==> src/rtl/square1_pkg.sv <==
// square1_pkg: shared screen geometry, motion state and colour palette
package square1_pkg;
  localparam int H_ADDR = 640;
  localparam int V_ADDR = 480;
  typedef enum logic {RUN, HOLD} motion_state_t;
  localparam logic [7:0][5:0] PALETTE = {
    6'b101010, 6'b110011, 6'b001111, 6'b111100,
    6'b000011, 6'b001100, 6'b110000, 6'b111111
  };
endpackage

==> src/rtl/square_motion.sv <==
// square_motion: per-frame bouncing position, direction and colour index
module square_motion
  import square1_pkg::*;
#(
  parameter int SIZE = 64
) (
  input  logic        clk,
  input  logic        rst_n,
  input  logic [9:0]  hpos,
  input  logic [9:0]  vpos,
  input  logic [1:0]  speed,
  input  logic        pause,
  output logic [10:0] x,
  output logic [10:0] y,
  output logic [2:0]  cidx
);
  localparam logic [10:0] XL = 11'(H_ADDR - SIZE);
  localparam logic [10:0] YL = 11'(V_ADDR - SIZE);
  motion_state_t state, state_n;
  logic dx_pos, dy_pos, tick, move, bx, by;
  logic [10:0] step, x_n, y_n;
  // tick on the first blanking line, decide run/hold, then compute the bounced position
  always_comb begin
    tick = hpos == 10'd0 && vpos == 10'(V_ADDR);
    state_n = tick ? (pause ? HOLD : RUN) : state;
    move = tick && state_n == RUN;
    step = 11'(speed) + 11'd1;
    bx = dx_pos ? x + step >= XL : x <= step;
    by = dy_pos ? y + step >= YL : y <= step;
    x_n = bx ? (dx_pos ? XL : 11'd0) : (dx_pos ? x + step : x - step);
    y_n = by ? (dy_pos ? YL : 11'd0) : (dy_pos ? y + step : y - step);
  end
  // state and motion registers; reset wins over any tick in the same cycle
  always_ff @(posedge clk) begin
    if (!rst_n) begin
      state <= RUN;
      x <= 11'((H_ADDR - SIZE) / 2);
      y <= 11'((V_ADDR - SIZE) / 2);
      dx_pos <= 1'b1;
      dy_pos <= 1'b1;
      cidx <= 3'd0;
    end else begin
      state <= state_n;
      if (move) begin
        x <= x_n;
        y <= y_n;
        dx_pos <= dx_pos ^ bx;
        dy_pos <= dy_pos ^ by;
        cidx <= cidx + 3'(bx | by);
      end
    end
  end
endmodule

==> src/rtl/square_renderer.sv <==
// square_renderer: bouncing square hit-test with registered rgb/sync outputs
// Optional background checkerboard enabled by defining SQUARE1_BG_PATTERN_EN.
module square_renderer
  import square1_pkg::*;
#(
  parameter int SIZE = 64
) (
  input  logic       clk,
  input  logic       rst_n,
  input  logic [9:0] hpos,
  input  logic [9:0] vpos,
  input  logic       display_on,
  input  logic       hsync,
  input  logic       vsync,
  input  logic [1:0] speed,
  input  logic       pause,
  output logic [1:0] r,
  output logic [1:0] g,
  output logic [1:0] b,
  output logic       hsync_o,
  output logic       vsync_o
);
  logic [10:0] x, y;
  logic [2:0] cidx;
  logic hit;
  logic [5:0] rgb_n;
  square_motion #(.SIZE(SIZE)) u_motion (
    .clk(clk), .rst_n(rst_n), .hpos(hpos), .vpos(vpos),
    .speed(speed), .pause(pause), .x(x), .y(y), .cidx(cidx)
  );
  // square hit-test and pixel colour selection
  always_comb begin
    hit = display_on
      && {1'b0, hpos} >= x && {1'b0, hpos} < x + 11'(SIZE)
      && {1'b0, vpos} >= y && {1'b0, vpos} < y + 11'(SIZE);
`ifdef SQUARE1_BG_PATTERN_EN
    rgb_n = hit ? PALETTE[cidx] : (display_on && (hpos[5] ^ vpos[5])) ? 6'b010001 : 6'd0;
`else
    rgb_n = hit ? PALETTE[cidx] : 6'd0;
`endif
  end
  // colour and syncs share one register stage so they stay aligned
  always_ff @(posedge clk) begin
    if (!rst_n) begin
      {r, g, b} <= 6'd0;
      hsync_o <= 1'b1;
      vsync_o <= 1'b1;
    end else begin
      {r, g, b} <= rgb_n;
      hsync_o <= hsync;
      vsync_o <= vsync;
    end
  end
endmodule

==> config.mk <==
export PLATFORM = sky130hd
export DESIGN_NAME = square_renderer
export DESIGN_NICKNAME = d
export VERILOG_FILES = /design/src/rtl/square1_pkg.sv /design/src/rtl/square_motion.sv /design/src/rtl/square_renderer.sv
export SDC_FILE = /design/constraint.sdc
export NUM_CORES = 1
export LEC_CHECK = 0
export ABC_AREA = 1
export BUFFER_PORTS_ARGS = -buffer_cell sky130_fd_sc_hd__buf_4
export CAP_MARGIN = 40
export CORE_MARGIN = 5
export CORE_UTILIZATION = 55
export DETAILED_ROUTE_END_ITERATION = 7
export PLACE_DENSITY = 0.75
export SYNTH_ARGS = -nofsm -noshare
export SYNTH_HDL_FRONTEND = slang
export SYNTH_SLANG_ARGS = --single-unit
==> constraint.sdc <==
create_clock -name clk -period 5.75 [get_ports clk]
set_clock_uncertainty 0.1 [all_clocks]
set_input_delay 0.8625 -clock clk [delete_from_list [all_inputs] [get_ports clk]]
set_output_delay 0.8625 -clock clk [all_outputs]
set_load 0.01 [all_outputs]
==> impl_metrics.ini <==
[status]
status = complete, no violations

[power_and_ir_drop]
p_sw_mw = 0.1315
clkPwrFrac_pct = 35.1
swShare_pct = 26.02
p_per_area_nw_per_um2 = 123.6
seqPwrFrac_pct = 48.3
vdd_drop_max_v = 0.0001032
p_int_mw = 0.3740
comb_power_share_pct = 16.6
power_leakage_nw = 2.005
total_power_mw = 0.5055

[finish]
utilization_pct = 61.22
n_antenna_cell = 0
design_area_sq_um = 4090
nFillCells = 656
layout-drive-gt1-share_pct = 10.86
final_nets = 692
area_delta_synth_final_pct = 10.22

[yosys]
synth_nets = 663
async_flop_share_pct = 0
syn_area_sq_um = 3711
synth_top_area_share_pct = 18.88
yosysUniqueCellTypes = 40
synth.largest_area_cell = dfxtp_1
synth_edf_count = 0
avgSynthCellArea_sq_um = 6.409
synth_common_cells = 140 x nand2_1, 66 x nor2_1, 62 x inv_1
seq_area_frac_synth_pct = 18.88
synth_most_common_cell = nand2_1
yosysWarnings = 0
synth_area_leaders = dfxtp_1 19%, ha_1 18%, nand2_1 14%, nor2_1 6.7%, inv_1 6.3%
ys_seq_elements = 35
ys.flop_type = dfxtp_1
postSynthCellCount = 579

[clocking]
clkLatencyLatePin_ns = 0.28
cts_resized = 0
cts.sinks = 35
root_buffer = clkbuf_8
holdBufCountCts = 0
clk_pin_slew_worst_paths_ns = 0.07
tritoncts = built
cts_buffer_depth = 2
htree_levels = 2
cts_buffers = 5
post-cts-setup-buffers = 0

[worst_setup_path]
crit_arrival_ns = 3.43
crit_path_end_kind = flop
crit_top_cell = nand2_1
startpoint_type = input pin
path_max_fanout = 12
cp_cell_sequence = buf_4, ha_1, fa_1, nand2_1, nand2_2, nand2_4, nand2_1, nand2_1, nand2_1, nand3_1, nand2_2, nand2_2, nand2_1, ha_1, ha_1, nand2_1, o21ai_0
slowest_stage = fa_1
critical_path_required_ns = 5.80
critPathMaxStageDelay_ns = 0.47
critPathKind = input pin to flop

[job]
drv_cap = 0

[timing]
setup_violations = 0
rsz0062_at_grt = no
fin_crit_sh_pct = 58.69
finalCriticalPeriod_ns = 3.375
fmax_mhz = 296.3
max_slew_margin_pct = 56.68
worstMarginPinSlew_ns = 0.6483
hold_viol = 0
slew_violations = 0
worst_slack_ns = 2.375
setup_tns_ns = 0

[placed_design]
place_congestion = 0.9529
post-dp-hpwl_microns = 8198
place_ws_ns = 2.112
placed_area_sq_um = 4003
io_buffers = 35

[route]
drtIter0Drc = 196
wire_per_inst_microns = 14.59
drc = 0
drt_first_pass_iters = 7
wl_microns = 10040
vias_per_cell = 5.599
drtAntennaViolNets = 0
vias = 3852

[floorplan]
die_h_microns = 92.14
initial_core_util_pct = 55.54
die-area_sq_um = 8490
coreArea_sq_um = 6681
rows = 30
die_w_microns = 92.14
ios = 36

[global_route]
gr-total-overflow = 0
grt_pass1_wl_microns = 16910
grt_pass1_vias = 3725
grt_max_degree = 20
antenna_found_initial = 0
grt.total_usage_pct = 24.29

[min_path]
worstHoldPathType = flop to flop
-- area by class of cell --
| cell class | count | area [sq um] | share of cell area (%) |
|---|---|---|---|
| multi-input cells | 465 | 2691 | 65.80 |
| clock buffers | 6 | 82.58 | 2.019 |
| flip-flops and latches | 35 | 700.7 | 17.13 |
| well taps | 80 | 100.1 | 2.447 |
| repair buffers | 35 | 262.8 | 6.424 |
| inverters | 66 | 247.7 | 6.057 |
| clock inverters | 1 | 5.005 | 0.1224 |
-- final timing paths --
path / end / startpoint / slack, ns / depth (start not counted)
worst min-delay path: u_motion.y[0] / u_motion.y[0] / 0.42 / 2
worst max-delay path: u_motion.cidx[1] / speed[0] / 2.38 / 17
worst max register to register: u_motion.cidx[1] / u_motion.x[0] / 3.06 / 16
worst min register to register: u_motion.y[0] / u_motion.y[0] / 0.42 / 2
-- cells by family (layout without fill, tap and decap cells) --
kind of cell               count (synthesis)  after routing  synth area share (%)
AOI/OAI and AO/OA                         89             89                 12.91
DFF                                       35             35                 18.88
xor gates and xnor gates                  12             12                 2.832
buffers and inverters                     79            108                 8.597
adders and majority gates                 56             56                 19.69
and+or+nand+nor                          308            308                 37.09
-- state kept, by name (all words and copies together) (netlist names) --
name / cells
u_motion.dx_pos: 1
u_motion.y: 11
g: 2
r: 2
vsync_o: 1
u_motion.cidx: 3
u_motion.x: 11
b: 2
u_motion.dy_pos: 1
hsync_o: 1
-- power groups by stage --
| stage | clock (mW) | combinational [mW] | sequential [mW] |
|---|---|---|---|
| floorplan | 0 | 0.0481 | 0.250 |
| global placement | 0 | 0.0805 | 0.249 |
| detailed placement | 0 | 0.0828 | 0.250 |
| CTS | 0.181 | 0.0833 | 0.244 |
| global route | 0.192 | 0.0959 | 0.244 |
| finish | 0.178 | 0.0839 | 0.244 |
-- routing by layer --
| layer | up-vias | global-route usage (%) | part of all wire, % |
|---|---|---|---|
| met3 | 29 | 3.692 | 3.4 |
| met1 | 1745 | 27.71 | 42 |
| li1 | 1973 | - | - |
| met4 | 0 | 7.921 | 2.9 |
| met2 | 105 | 45.74 | 52 |
| met5 | - | 0 | 0 |
-- stage by stage --
stage / instances / hold slack [ns]
5_1_grt: 688 / 0.4596
2_1_floorplan: 579 / 0.3667
3_3_place_gp: 681 / 0.4000
4_1_cts: 688 / 0.4267
6_report: 688 / 0.4209
3_5_place_dp: 681 / 0.4129
-- layout by cell type, fill, tap and decap left out, drive strengths merged, types with 11 or more instances in the layout --
master	instances
nand2	149
ha	52
dfxtp	35
xor2	11
o21ai	43
nor3	14
a21oi	36
inv	64
nand4	22
buf	35
nand3	39
nor2	71
-- worst max-delay path: cells and delay by family --
kind                     cells  cell delay, ns
AO/OA/AOI/OAI                1            0.07
adder cells (fa/ha/maj)      4            1.38
buffers and inverters        1            0.11
AND/OR/NAND/NOR             11            1.00
(Power assumes the default switching activity.)
